`src/rtl/ifu_pkg.sv`:
```
// Shared sizing and FSM state type for the IFU miss/refill path.
package ifu_pkg;

  localparam int WAYS_NUM = 16;
  localparam int ADDR_W   = 32;
  localparam int OFFSET_W = 4;
  localparam int WORD_W   = 32;
  localparam int LINE_W   = 128;
  localparam int BEATS    = LINE_W / WORD_W;
  localparam int WAY_W    = $clog2(WAYS_NUM);
  localparam int BEAT_W   = $clog2(BEATS);

  typedef enum logic [2:0] {
    IDLE   = 3'd0,
    VICTIM = 3'd1,
    REQ    = 3'd2,
    FILL   = 3'd3,
    WRITE  = 3'd4
  } t_refill_state;

endpackage

```
`src/rtl/ifu_free_way_enc.sv`:
```
// Lowest-index invalid way finder; any_free is low only when every way is valid.
module ifu_free_way_enc #(
  parameter int WAYS_NUM = 16,
  localparam int WAY_W   = $clog2(WAYS_NUM)
) (
  input  logic [WAYS_NUM-1:0] valid_vec,
  output logic [WAY_W-1:0]    free_idx,
  output logic                any_free
);

  // Scan from the top down so the lowest invalid index is the last one written.
  always_comb begin
    free_idx = '0;
    any_free = 1'b0;
    for (int i = WAYS_NUM - 1; i >= 0; i--) begin
      if (!valid_vec[i]) begin
        free_idx = WAY_W'(i);
        any_free = 1'b1;
      end
    end
  end

endmodule

```
`src/rtl/ifu_refill_ctrl.sv`:
```
// I-cache miss handler: picks a victim way, fetches the line in beats, writes it back.
// Build option: IFU_REFILL_BYPASS_EN enables registered early-beat forwarding.
//
// state  | meaning
// IDLE   | waiting for a fetch miss, miss_ready high
// VICTIM | cache_miss pulse to the PLRU, victim way latched
// REQ    | line read request held until mem_req_ready
// FILL   | collecting response beats into the line buffer
// WRITE  | one-cycle fill strobe, valid bit of the victim set
module ifu_refill_ctrl #(
  parameter int WAYS_NUM = ifu_pkg::WAYS_NUM,
  parameter int ADDR_W   = ifu_pkg::ADDR_W,
  parameter int OFFSET_W = ifu_pkg::OFFSET_W,
  parameter int WORD_W   = ifu_pkg::WORD_W,
  parameter int LINE_W   = ifu_pkg::LINE_W
) (
  input  logic                         clk,
  input  logic                         rst,
  input  logic                         miss_valid,
  input  logic [ADDR_W-1:0]            miss_addr,
  output logic                         miss_ready,
  input  logic                         flush,
  output logic                         cache_miss,
  output logic                         cache_full,
  input  logic [$clog2(WAYS_NUM)-1:0]  evicted_cl,
  output logic                         mem_req_valid,
  output logic [ADDR_W-1:0]            mem_req_addr,
  input  logic                         mem_req_ready,
  input  logic                         mem_rsp_valid,
  input  logic [WORD_W-1:0]            mem_rsp_data,
  output logic                         fill_we,
  output logic [$clog2(WAYS_NUM)-1:0]  fill_way,
  output logic [ADDR_W-OFFSET_W-1:0]   fill_tag,
  output logic [LINE_W-1:0]            fill_data,
  output logic                         fill_done,
  output logic                         bypass_valid,
  output logic [WORD_W-1:0]            bypass_data,
  output logic [WAYS_NUM-1:0]          valid_vec
);

  localparam int WAY_W  = $clog2(WAYS_NUM);
  localparam int BEATS  = LINE_W / WORD_W;
  localparam int BEAT_W = $clog2(BEATS);
  localparam int TAG_W  = ADDR_W - OFFSET_W;
  localparam logic [BEAT_W-1:0] LAST_BEAT = BEAT_W'(BEATS - 1);

  import ifu_pkg::*;

  t_refill_state         state_q, state_d;
  logic [TAG_W-1:0]      tag_q;
  logic [WAY_W-1:0]      way_q;
  logic [BEAT_W-1:0]     beat_cnt_q;
  logic [LINE_W-1:0]     line_q;
  logic [WAYS_NUM-1:0]   valid_vec_q;
  logic [WAY_W-1:0]      free_idx;
  logic                  any_free;
  logic                  accept;
  logic                  fill_beat;
  logic [WAYS_NUM-1:0]   way_onehot;

  // Offset bits select a word inside the line; the refill always fetches the whole line.
  logic unused_offset;
  assign unused_offset = ^miss_addr[OFFSET_W-1:0];

  ifu_free_way_enc #(
    .WAYS_NUM (WAYS_NUM)
  ) u_free_way_enc (
    .valid_vec (valid_vec_q),
    .free_idx  (free_idx),
    .any_free  (any_free)
  );

  assign accept     = (state_q == IDLE) && miss_valid;
  assign fill_beat  = (state_q == FILL) && mem_rsp_valid;
  assign way_onehot = WAYS_NUM'(1) << way_q;

  always_ff @(posedge clk) begin
    if (rst) begin
      state_q <= IDLE;
    end else begin
      state_q <= state_d;
    end
  end

  always_comb begin
    state_d = state_q;
    unique case (state_q)
      IDLE:    if (miss_valid) state_d = VICTIM;
      VICTIM:  state_d = REQ;
      REQ:     if (mem_req_ready) state_d = FILL;
      FILL:    if (mem_rsp_valid && (beat_cnt_q == LAST_BEAT)) state_d = WRITE;
      WRITE:   state_d = IDLE;
      default: state_d = IDLE;
    endcase
  end

  always_comb begin
    miss_ready    = 1'b0;
    cache_miss    = 1'b0;
    mem_req_valid = 1'b0;
    fill_we       = 1'b0;
    unique case (state_q)
      IDLE:    miss_ready    = 1'b1;
      VICTIM:  cache_miss    = 1'b1;
      REQ:     mem_req_valid = 1'b1;
      WRITE:   fill_we       = 1'b1;
      default: ;
    endcase
  end

  always_ff @(posedge clk) begin
    if (rst) begin
      tag_q       <= '0;
      way_q       <= '0;
      beat_cnt_q  <= '0;
      line_q      <= '0;
      valid_vec_q <= '0;
    end else begin
      if (accept) begin
        tag_q <= miss_addr[ADDR_W-1:OFFSET_W];
      end
      if (state_q == VICTIM) begin
        way_q <= any_free ? free_idx : evicted_cl;
      end
      if (fill_beat) begin
        for (int k = 0; k < BEATS; k++) begin
          if (beat_cnt_q == BEAT_W'(k)) begin
            line_q[k*WORD_W +: WORD_W] <= mem_rsp_data;
          end
        end
        beat_cnt_q <= beat_cnt_q + 1'b1;
      end
      if (state_q == WRITE) begin
        beat_cnt_q <= '0;
      end
      // A flush racing the write still leaves the just-filled way valid.
      if (state_q == WRITE) begin
        valid_vec_q <= (flush ? '0 : valid_vec_q) | way_onehot;
      end else if (flush) begin
        valid_vec_q <= '0;
      end
    end
  end

  assign cache_full   = &valid_vec_q;
  assign valid_vec    = valid_vec_q;
  assign mem_req_addr = {tag_q, {OFFSET_W{1'b0}}};
  assign fill_way     = way_q;
  assign fill_tag     = tag_q;
  assign fill_data    = line_q;
  assign fill_done    = fill_we;

`ifdef IFU_REFILL_BYPASS_EN
  logic              bypass_valid_q;
  logic [WORD_W-1:0] bypass_data_q;

  always_ff @(posedge clk) begin
    if (rst) begin
      bypass_valid_q <= 1'b0;
      bypass_data_q  <= '0;
    end else begin
      bypass_valid_q <= fill_beat;
      if (fill_beat) begin
        bypass_data_q <= mem_rsp_data;
      end
    end
  end

  assign bypass_valid = bypass_valid_q;
  assign bypass_data  = bypass_data_q;
`else
  assign bypass_valid = 1'b0;
  assign bypass_data  = '0;
`endif

endmodule

```
`config.mk`:
```
export PLATFORM = sky130hd
export DESIGN_NAME = ifu_refill_ctrl
export DESIGN_NICKNAME = d
export VERILOG_FILES = /design/src/rtl/ifu_pkg.sv /design/src/rtl/ifu_free_way_enc.sv /design/src/rtl/ifu_refill_ctrl.sv
export SDC_FILE = /design/constraint.sdc
export NUM_CORES = 1
export LEC_CHECK = 0
export BUFFER_PORTS_ARGS = -buffer_cell sky130_fd_sc_hd__buf_4
export CAP_MARGIN = 20
export CORE_ASPECT_RATIO = 1.1
export CORE_MARGIN = 3
export CORE_UTILIZATION = 35
export CTS_BUF_LIST = sky130_fd_sc_hd__clkbuf_8
export DETAILED_ROUTE_END_ITERATION = 8
export GPL_ROUTABILITY_DRIVEN = 0
export REMOVE_ABC_BUFFERS = 1
export SLEW_MARGIN = 20
export SYNTH_ARGS = -nofsm -noshare
export SYNTH_HDL_FRONTEND = slang
export SYNTH_HIERARCHICAL = 1
export SYNTH_SLANG_ARGS = --single-unit
```
`constraint.sdc`:
```
create_clock -name clk -period 4.6 [get_ports clk]
set_input_delay 0 -clock clk [delete_from_list [all_inputs] [get_ports clk]]
set_output_delay 0 -clock clk [all_outputs]
set_load 0.05 [all_outputs]
```
== Word-level counts from Yosys, hierarchy flattened ==
Cells that the tools add are included.

* Logic and storage cells: 77
* Output and inout bits: 247
* Register bits: 181

* Shift operators: 1
* Bitwise logic cells: 1
* Reductions and logical operators: 12
* Add/sub/neg operators: 1
* Mux-type cells: 43
* Equality and inequality tests: 10

{| class="wikitable"
|+ Operator list
! kind !! count
|-
| $mux W4 || 17
|-
| $mux W16 || 2
|-
| $mux W1 || 20
|-
| $or A16 B16 Y16 || 1
|-
| $reduce_and A16 Y1 || 1
|-
| $shl A1 B4 Y16 const A || 1
|-
| $pmux W3 S4 || 1
|-
| $mux W3 || 3
|-
| $reduce_and A2 Y1 || 4
|-
| $eq A3 B2 Y1 const B || 2
|-
| $eq A2 B2 Y1 const B || 2
|-
| $ne A2 B2 Y1 const B || 2
|-
| $eq A3 B1 Y1 const B || 1
|-
| $eq A3 B3 Y1 const B || 1
|-
| $logic_and A1 B1 Y1 || 3
|-
| $logic_not A3 Y1 || 1
|-
| $reduce_and A3 Y1 || 1
|-
| $add A2 B1 Y2 const B || 1
|-
| $eq A2 B1 Y1 const B || 1
|-
| $logic_not A2 Y1 || 1
|-
| $ne A2 B1 Y1 const B || 1
|-
| $reduce_or A2 Y1 || 1
|}

== Depth between registers and ports, before layout ==
Gate-level depths: netlist of run 1.

* Word-level depth: 17
* Mapped depth: 6

== By module ==
Netlist of run 1, hierarchy kept.

{| class="wikitable"
|+ By module, submodules not included
! module !! sequential area each (um^2) !! times used !! cells each !! area each (um^2)
|-
| ifu_refill_ctrl || 3623.5 || 1 || 793 || 7706.1
|-
| ifu_free_way_enc || 0.0 || 1 || 34 || 166.4
|}

== Worst setup path after synthesis of run 1 ==
Ideal clock, no wire load.

* Path kind: reg2out
* From: register valid_vec_q[2], in the netlist valid_vec[2]
* To: output port cache_full
* Cell stages (with the launch flop): 3
* Path slack: 2180 ps
* Buffers on the path: 0
* Required time: 4600 ps
* Data arrival time: 2420 ps
* Cell sequence: dfxtp_1 nand4_1 nor4_1

* Longest elaborated chain between the ends: 1

{| class="wikitable"
|+ Ends and longest elaborated chain
! what !! RTL line !! source
|-
| from (decl) || ifu_refill_ctrl.sv:54 || <nowiki>logic [WAYS_NUM-1:0] valid_vec_q;</nowiki>
|-
| from (signal assigned) || ifu_refill_ctrl.sv:138 || <nowiki>valid_vec_q <= (flush ? '0 : valid_vec_q) | way_onehot;</nowiki>
|-
| $reduce_and A16 Y1 || ifu_refill_ctrl.sv:145 || <nowiki>assign cache_full = &valid_vec_q;</nowiki>
|-
| to (decl) || ifu_refill_ctrl.sv:24 || <nowiki>output logic cache_full,</nowiki>
|}

No other way between the ends.

== Final worst setup path of run 1 ==
* From: register state_q[1]
* To: register line_q[44], in the netlist fill_data[44]

* Longest elaborated chain between the ends: 3

{| class="wikitable"
|+ Ends and longest elaborated chain
! what !! RTL line !! source
|-
| from (decl) || ifu_refill_ctrl.sv:49 || <nowiki>t_refill_state state_q, state_d;</nowiki>
|-
| from (signal assigned) || ifu_refill_ctrl.sv:81 || <nowiki>state_q <= state_d;</nowiki>
|-
| $eq A3 B2 Y1 || ifu_refill_ctrl.sv:74 || <nowiki>assign fill_beat = (state_q == FILL) && mem_rsp_valid;</nowiki>
|-
| $logic_and A1 B1 Y1 || ifu_refill_ctrl.sv:74 ||
|-
| $reduce_and A2 Y1 (no source line) || -- ||
|-
| to (signal, indexed assignment) || ifu_refill_ctrl.sv:128 || <nowiki>line_q[k*WORD_W +: WORD_W] <= mem_rsp_data;</nowiki>
|-
| to (decl) || ifu_refill_ctrl.sv:53 || <nowiki>logic [LINE_W-1:0] line_q;</nowiki>
|}

No other way between the ends.
A chain may end at the register's enable or synchronous reset.

==> flow_metrics.env, run 1 <==
export IMPL_status="finished, final reports clean"
export IMPL_cts_tree="built"
export IMPL_clock_sinks=181
export IMPL_post_route_util_pct=49.70
export IMPL_grt_max_degree=117
export IMPL_avgSynthCellArea_sq_um=9.519
export IMPL_slew_headroom_pct=34.05
export IMPL_cts_setup_buffers=0
export IMPL_hold_viol=0
export IMPL_die_x_microns=149.0
export IMPL_rsz0062_at_grt="no"
export IMPL_root_buffer="clkbuf_8"
export IMPL_ir_drop_uv=199.7
export IMPL_layout_common_cells="buf_4, dfxtp_1, nand2b_1, mux2i_1, o21ai_0"
export IMPL_synth_seq_area_share_pct=46.03
export IMPL_skew_ps=8.607
export IMPL_drt_iter0_drc=251
export IMPL_cts_htree_levels=4
export IMPL_yosys_cell_types_count=39
export IMPL_cp_required_ps=4980
export IMPL_drtPass1Iterations=5
export IMPL_power_density_mw_per_mm2=311.3
export IMPL_dpl_cell_count=1320
export IMPL_die_area_sq_mm=0.02433
export IMPL_numCtsBuffers=17
export IMPL_ys_seq_elements=181
export IMPL_startpoint_type="register"
export IMPL_yosys_warnings=6
export IMPL_tightest_slew_ps=985.7
export IMPL_routed_wirelength_microns=23020
export IMPL_fin_tns_setup_ps=0
export IMPL_drc_errors=0
export IMPL_final_common_cell="buf_4"
export IMPL_antenna_found_initial=2
export IMPL_wl_per_cell_microns=16.21
export IMPL_instances_no_fill=1420
export IMPL_critPathMaxFanout=32
export IMPL_die_h_microns=163.3
export IMPL_syn_area_sq_mm=0.007873
export IMPL_clk_pin_slew_ps=100
export IMPL_grt_pass1_wl_microns=34500
export IMPL_fin_crit_ps=2108
export IMPL_ios=321
export IMPL_rows=56
export IMPL_dp_hpwl_microns=15550
export IMPL_finalMaxSlewViolations=0
export IMPL_io_buffers=279
export IMPL_worst_endpoint_arrival_ps=2490
export IMPL_grt_pass1_vias=6086
export IMPL_initial_core_util_pct=36.24
export IMPL_finalPower_mw=3.360
export IMPL_fin_crit_sh_pct=45.82
export IMPL_leakage_nw=5.222
export IMPL_clk_latency_ps=460
export IMPL_cap_violations=0
export IMPL_max_freq_mhz=474.4
export IMPL_vias_per_cell=4.574
export IMPL_worstHoldPathType="primary input to register"
export IMPL_setup_viol=0
export IMPL_ant_nets=0
export IMPL_critPathKind="register to register"
export IMPL_grt_overflow=0
export IMPL_synthToLayoutAreaGrowth_pct=37.13
export IMPL_core_sq_mm=0.02172
export IMPL_vias=6495
export IMPL_synth_cells=827
export IMPL_grt_total_usage_pct=18.04
export IMPL_fillers=2059
export IMPL_drive_gt1_share_pct=28.79
export IMPL_nets=1194
export IMPL_cts_buffer_depth=2
export IMPL_endpoint_kind="register"
-- power breakdown --
group	switching [mW]	total, mW	internal, mW
Combinational	0.356	0.536	0.180
Clock	0.603	1.20	0.598
Sequential	0.0319	1.62	1.59
-- cells by family (layout without fill, tap and decap cells) --
| kind of cell | after synthesis | after routing | share of synthesized area [%] |
|---|---|---|---|
| and+or+nand+nor | 285 | 285 | 20.58 |
| DFF | 181 | 181 | 46.03 |
| AOI/OAI and AO/OA | 129 | 129 | 8.900 |
| buffers and inverters | 126 | 392 | 10.97 |
| muxes | 101 | 101 | 12.84 |
| adders and majority gates | 4 | 4 | 0.6358 |
| other | 1 | 38 | 0.04763 |
-- sequential cells by signal, indices dropped and copies added, names as in the netlist --
signal      flops
fill_data     128
fill_tag       28
valid_vec      16
fill_way        4
state_q         3
beat_cnt_q      2
-- stage by stage --
step	setup slack [ps]	instance area [sq um]	hold slack, ps
floorplan	2180	7178	69.07
global route	2365	10790	25.51
finish	2492	10800	13.88
CTS	2176	10790	7.587
detailed placement	2211	9686	256.5
global placement	2276	9686	247.9
-- layer usage --
layer  vias to the layer above  global-route usage (%)  part of all wire, %
li1                       3228                       -                    -
met1                      2995                   21.46                   40
met2                       254                   30.42                   49
met3                        16                   7.131                   10
met4                         2                   4.744                  1.2
met5                         -                       0                0.056
-- cells in the mapped netlist (all sizes together) --
cell type | n | area, sq um
a2111oi | 2 | 17.52
a211oi | 4 | 30.03
a21oi | 30 | 150.1
a311oi | 1 | 8.760
a31oi | 3 | 18.77
a32o | 4 | 40.04
and2 | 2 | 13.77
and3 | 1 | 6.260
and4b | 1 | 10.01
buf | 91 | 731.9
clkbuf | 26 | 97.59
conb | 1 | 3.750
dfxtp | 181 | 3623
ha | 4 | 50.05
inv | 9 | 33.78
mux2i | 101 | 1011
nand2 | 83 | 334.1
nand2b | 130 | 813.3
nand3 | 3 | 15.01
nand3b | 2 | 15.01
nand4 | 8 | 50.05
nor2 | 12 | 45.04
nor2b | 32 | 200.2
nor3 | 5 | 25.02
nor3b | 2 | 25.02
nor4 | 1 | 6.260
nor4b | 2 | 47.55
o21a | 2 | 15.01
o21ai | 82 | 410.4
o32a | 1 | 10.01
or4b | 1 | 13.76
-- area by class of cell --
class	instances	area, sq um	share of cell area [%]
tap	290	362.8	3.361
clock inverter	15	197.7	1.831
inverter	9	33.78	0.3129
clock buffer	17	234.0	2.167
timing repair buffer	351	2815	26.08
multi-input combinational	556	3526	32.66
sequential	181	3623	33.57
antenna	1	2.502	0.02318
-- worst paths after layout --
| path | from | endpoint | slack [ps] | cells after the start |
|---|---|---|---|---|
| max | state_q[1] | fill_data[44] | 2490 | 3 |
| min | mem_rsp_data[0] | fill_data[32] | 10 | 3 |
| max reg2reg | state_q[1] | fill_data[44] | 2490 | 3 |
| min reg2reg | fill_tag[24] | fill_tag[24] | 480 | 2 |
-- worst max-delay path: stages (launching register included) --
cell and delay, ps:
dfxtp_1 650, and4b_1 560, nand2_4 490, mux2i_1 320
-- repair_timing --
item | CTS | global route
endpoints found under the hold margin | 161 | 0
resized for setup | 0 | 0
hold buffers | 67 | 0
Power figures use the tool's default switching activity.
==> run 2, diff against run 1 <==
Settings changed: ABC_AREA set to 1.
Clock period 4.6 ns to 1.84 ns, I/O delays scaled along.
==> run 2 against run 1 <==
Net effect:
- global-route usage grew 1.9 points
- register-to-register slack lost 2300 ps
- flip-flop and latch count is the same
- design area shrank 2.9%
- clock skew grew 9.2 ps
- power grew to 3.0 times the previous value
- via count grew 11%
- critical path type is now register to primary output
- critical endpoint is now miss_ready
==> flow_metrics.env, run 2 <==
export IMPL_status="finished, final reports clean"
export IMPL_grt_pass1_wl_microns=36250
export IMPL_max_freq_mhz=581.8
export IMPL_fillers=1969
export IMPL_startpoint_type="register"
export IMPL_fin_crit_sh_pct=93.41
export IMPL_die_area_sq_mm=0.02260
export IMPL_placed_area_sq_mm=0.009354
export IMPL_yosys_cell_types_count=23
export IMPL_synth_top_area_share_pct=49.69
export IMPL_grt_max_degree=49
export IMPL_timing_final_ws_setup_ps=121.2
export IMPL_leakage_nw=4.749
export IMPL_rsz0062_at_grt="yes"
export IMPL_synthMostInstantiatedCell="nor2_1"
export IMPL_drive_gt1_share_pct=27.09
export IMPL_avgSynthCellArea_sq_um=7.426
export IMPL_dp_hpwl_microns=15940
export IMPL_crit_slowest_cell="dfxtp_1"
export IMPL_fin_crit_ps=1719
export IMPL_synthToLayoutAreaGrowth_pct=43.70
export IMPL_hold_slack_ps=63.75
export IMPL_rows=54
export IMPL_finalMaxSlewViolations=0
export IMPL_hold_start="rst"
export IMPL_grt_pass1_vias=6754
export IMPL_n_antenna_cell=0
export IMPL_critPathMaxFanout=29
export IMPL_power_density_mw_per_mm2=963.9
export IMPL_numCtsBuffers=17
export IMPL_cts_buffer_depth=2
export IMPL_yosysTopAreaCell="dfxtp_1"
export IMPL_synth_seq_area_share_pct=49.69
export IMPL_critPathLaunch="state_q[2]"
export IMPL_dp_slack_ps=86.69
export IMPL_cpPeakStageDelay_ps=350
export IMPL_r2r_slack_ps=210
export IMPL_grt_overflow=0
export IMPL_skew_ps=17.85
export IMPL_vias_per_cell=4.623
export IMPL_clk_latency_ps=470
export IMPL_ios=321
export IMPL_initial_core_util_pct=36.22
export IMPL_fin_area_sq_mm=0.01048
export IMPL_root_buffer="clkbuf_8"
export IMPL_cap_violations=0
export IMPL_syn_area_sq_mm=0.007292
export IMPL_layout_common_cells="buf_4, nor2_1, dfxtp_1, o21ai_0, nand2_1"
export IMPL_ys_seq_elements=181
export IMPL_die_x_microns=143.6
export IMPL_path_cells="buf_4 -> nor3_2 -> buf_6 -> buf_4"
export IMPL_clk_pin_slew_ps=110
export IMPL_yosys_warnings=6
export IMPL_final_common_cell="buf_4"
export IMPL_async_reset_ff_share_pct=0
export IMPL_fin_tns_setup_ps=0
export IMPL_drt_iter0_drc=306
export IMPL_antenna_found_initial=0
export IMPL_drc_errors=0
export IMPL_core_sq_mm=0.02013
export IMPL_largest_reg_flops=128
export IMPL_ys_top_cells_by_count="nor2_1, dfxtp_1, o21ai_0, nand2_1, buf_4"
export IMPL_io_buffers=279
export IMPL_synth_edf_count=0
export IMPL_nets=1368
export IMPL_cts_htree_levels=4
export IMPL_grt_total_usage_pct=19.97
export IMPL_cp_required_ps=1840
export IMPL_die_h_microns=157.4
export IMPL_ant_nets=0
export IMPL_worstHoldPathType="primary input to register"
export IMPL_r2r_start="valid_vec[13]"
export IMPL_setup_viol=0
export IMPL_critPathKind="register to primary output"
export IMPL_cts_tree="built"
export IMPL_routed_wirelength_microns=23480
export IMPL_synth_main_ff_cell="dfxtp_1"
export IMPL_path_common_cell="buf_4"
export IMPL_synth_cells=982
export IMPL_synth_area_leaders="dfxtp_1, nor2_1, o21ai_0"
export IMPL_endpoint_kind="primary output"
export IMPL_drtPass1Iterations=5
export IMPL_hold_viol=0
export IMPL_vias=7189
export IMPL_worst_endpoint_arrival_ps=1720
export IMPL_clock_sinks=181
export IMPL_wl_per_cell_microns=15.10
export IMPL_ir_drop_uv=482.1
==> run 2: final timing paths <==
check / endpoint / cells past startpoint
worst max-delay path: miss_ready / 4
worst min-delay path: valid_vec[5] / 3
worst max register to register: fill_way[0] / 17
worst min register to register: fill_tag[27] / 2
==> run 2: cells by family (layout without fill, tap and decap cells) <==
family | after synthesis | after routing | synth area share, %
buffers and inverters | 175 | 460 | 12.65
adder cells (fa/ha/maj) | 4 | 4 | 0.6864
AND/OR/NAND/NOR | 433 | 433 | 23.75
other | 1 | 37 | 0.05143
AO/OA/AOI/OAI | 188 | 188 | 13.18
flip-flops | 181 | 181 | 49.69
==> run 2: worst max-delay path, delay by kind of cell (launching register included) <==
| family | cells | cell delay [ps] |
|---|---|---|
| DFF | 1 | 350 |
| buffers and inverters | 3 | 690 |
| and+or+nand+nor | 1 | 220 |
==> run 2: where the power goes <==
part | internal, mW | switching (mW)
clock network | 1.27 | 1.61
logic | 0.857 | 2.04
registers | 4.12 | 0.206
total | 6.25 | 3.85
==> run 2: cell type report <==
| class | instances | area [sq um] | share of cell area [%] |
|---|---|---|---|
| clock buffers | 17 | 234.0 | 2.233 |
| clock inverters | 15 | 188.9 | 1.803 |
| inverters | 53 | 200.2 | 1.910 |
| multi-input cells | 662 | 2900 | 27.68 |
| flip-flops and latches | 181 | 3626 | 34.60 |
| well taps | 252 | 315.3 | 3.009 |
| repair buffers | 375 | 3014 | 28.76 |
==> run 2: metrics by stage <==
stage / std cells / power, mW / utilization [%]
after global placement: 1454 / 7.154 / 46.46
after detailed placement: 1454 / 7.173 / 46.46
after floorplan: 896 / 6.206 / -
after global routing: 1555 / 10.56 / 52.04
final: 1555 / 10.10 / 52.04
after CTS: 1554 / 10.18 / 51.94
==> run 2: routing by layer <==
layer / global-route usage, % / up-vias / wire [microns]
li1: - / 3649 / -
met2: 34.64 / 264 / 11370
met1: 23.64 / 3254 / 9684
met5: 0 / - / 0
met4: 4.798 / 0 / 313
met3: 7.080 / 22 / 2108
==> run 2: repair_timing <==
item	in CTS	in global routing
setup buffers	0	1
resized for setup	0	7
hold endpoints to repair	181	0
hold buffers	68	0
endpoints found under the setup margin	0	37
==> run 3, diff against run 2 <==
--- a/config.mk
+++ b/config.mk
@@ -20,3 +20,2 @@
 export SYNTH_HDL_FRONTEND = slang
-export SYNTH_HIERARCHICAL = 1
 export SYNTH_SLANG_ARGS = --single-unit
==> constraint.sdc (replaced) <==
create_clock -name clk -period 1.84 [get_ports clk]
set_input_delay 0.184 -clock clk [delete_from_list [all_inputs] [get_ports clk]]
set_output_delay 0.184 -clock clk [all_outputs]
set_load 0.05 [all_outputs]
==> run 3 against run 2 <==
Net effect:
- synthesized area is 2.0% lower
- critical path depth up 3
- largest cell class unchanged
- non-clock buffer count did not move
- critical endpoint is now cache_full
- flip-flop and latch count unchanged
- largest power group unchanged
==> flow_metrics.env, run 3 <==
export IMPL_worstHoldPathType="primary input to register"
export IMPL_n_antenna_cell=0
export IMPL_nets=1320
export IMPL_synth_seq_area_share_pct=50.68
export IMPL_synth_edf_count=0
export IMPL_layout_common_cells="buf_4, nor2_1, dfxtp_1, o21ai_0, nand2_1"
export IMPL_hold_viol=0
export IMPL_final_common_cell="buf_4"
export IMPL_ys_seq_elements=181
export IMPL_routed_wirelength_microns=22590
export IMPL_core_sq_mm=0.01993
export IMPL_critPathMaxFanout=4
export IMPL_synth_cells=931
export IMPL_power_density_mw_per_mm2=820.0
export IMPL_finalPower_mw=8.506
export IMPL_grt_pass1_wl_microns=34280
export IMPL_grt_overflow=0
export IMPL_drc_errors=0
export IMPL_ys_top_cells_by_count="nor2_1, dfxtp_1, o21ai_0, buf_4, nand2_1"
export IMPL_largest_reg_flops=128
export IMPL_avgSynthCellArea_sq_um=7.679
export IMPL_drtPass1Iterations=4
export IMPL_endpoint_kind="primary output"
export IMPL_drt_iter0_drc=275
export IMPL_clock_sinks=181
export IMPL_status="finished, final reports clean"
export IMPL_ios=321
export IMPL_startpoint_type="register"
export IMPL_synth_area_leaders="dfxtp_1, nor2_1, o21ai_0"
export IMPL_setup_viol=0
export IMPL_finalMaxSlewViolations=0
export IMPL_grt_total_usage_pct=19.45
export IMPL_cts_htree_levels=4
export IMPL_max_freq_mhz=552.2
export IMPL_clk_latency_ps=460
export IMPL_wl_per_cell_microns=14.99
export IMPL_slew_headroom_pct=57.14
export IMPL_cts_tree="built"
export IMPL_fin_crit_ps=1811
export IMPL_synthMostInstantiatedCell="nor2_1"
export IMPL_vias_per_cell=4.567
export IMPL_cp_required_ps=1660
export IMPL_die_x_microns=142.3
export IMPL_grt_max_degree=73
export IMPL_die_h_microns=155.9
export IMPL_ant_nets=0
export IMPL_synth_top_area_share_pct=50.68
export IMPL_vias=6883
export IMPL_ir_drop_uv=495.4
export IMPL_root_buffer="clkbuf_8"
export IMPL_syn_area_sq_mm=0.007149
export IMPL_yosys_warnings=0
export IMPL_skew_ps=15.71
export IMPL_clk_pin_slew_ps=90
export IMPL_rows=54
export IMPL_antenna_found_initial=0
export IMPL_die_area_sq_mm=0.02218
export IMPL_leakage_nw=4.637
export IMPL_initial_core_util_pct=35.87
export IMPL_synthToLayoutAreaGrowth_pct=45.08
export IMPL_synth_main_ff_cell="dfxtp_1"
export IMPL_drive_gt1_share_pct=29.48
export IMPL_critPathKind="register to primary output"
export IMPL_tightest_slew_ps=642.8
export IMPL_async_reset_ff_share_pct=0
export IMPL_numCtsBuffers=17
export IMPL_cap_violations=0
export IMPL_dp_hpwl_microns=15560
export IMPL_fin_crit_sh_pct=98.42
export IMPL_yosysTopAreaCell="dfxtp_1"
export IMPL_yosys_cell_types_count=26
export IMPL_rsz0062_at_grt="yes"
export IMPL_io_buffers=279
export IMPL_cts_buffer_depth=2
export IMPL_fin_tns_setup_ps=0
export IMPL_worst_endpoint_arrival_ps=1630
export IMPL_grt_pass1_vias=6401
==> run 3: worst max-delay path: stages, from the launching register on <==
cell     delay (ps)
dfxtp_4         380
nand2_4          60
nor3_4          190
inv_1            50
nor2_1          100
inv_1            80
nor2_4          160
buf_8           160
==> run 3: per-stage QoR <==
step | util [%] | instances | cell area (sq um) | setup slack, ps | hold slack, ps
2_1_floorplan | - | 848 | 6541 | -1556 | 253.1
3_3_place_gp | 46.29 | 1407 | 9226 | 206.1 | 463.9
3_5_place_dp | 46.29 | 1407 | 9226 | 193.8 | 468.1
4_1_cts | 51.64 | 1503 | 10290 | -13.58 | 1.466
5_1_grt | 52.04 | 1507 | 10370 | -97.77 | 26.15
6_report | 52.04 | 1507 | 10370 | 29.07 | 37.06
==> run 3: repair_timing <==
item / CTS / global route
setup buffers: 1 / 4
hold endpoints to repair: 131 / 0
setup endpoints to repair: 2 / 14
hold buffers: 63 / 0
pin swaps: 1 / 3
gates resized for setup: 12 / 15
==> run 3: layout make-up <==
class	instances	area [sq um]
clock inverter	14	150.1
clock buffer	18	247.7
multi-input combinational	626	2805
fill	1965	9559
inverter	41	158.9
tap	252	315.3
sequential	181	3637
timing repair buffer	375	3058
==> run 3: logic make-up after synthesis <==
family                   synth area share (%)
AND/OR/NAND/NOR                         22.00
AO/OA/AOI/OAI                           14.02
flip-flops                              50.68
buffers and inverters                   12.55
adder cells (fa/ha/maj)                0.7001
other                                 0.05245
==> run 3: worst paths after layout <==
path | endpoint | startpoint | cells past startpoint | slack, ps
setup reg to reg | fill_data[68] | state_q[0] | 8 | 200
hold / removal | fill_way[3] | evicted_cl[3] | 3 | 40
hold reg to reg | fill_tag[2] | fill_tag[2] | 2 | 490
setup / recovery | cache_full | valid_vec[14] | 7 | 30
==> run 3: routing by layer <==
metal | vias up | track usage [%] | wire, microns
li1 | 3510 | - | -
met1 | 3142 | 23.68 | 9363
met2 | 190 | 33.17 | 11280
met3 | 41 | 3.985 | 1147
met4 | 0 | 8.547 | 806
met5 | - | 0 | 0
==> run 3: report_power, final <==
part	switching, mW	internal (mW)	total (mW)
combinational	1.14	0.543	1.68
clock	1.48	1.26	2.74
sequential	0.0805	4.00	4.08
total	2.70	5.80	8.51
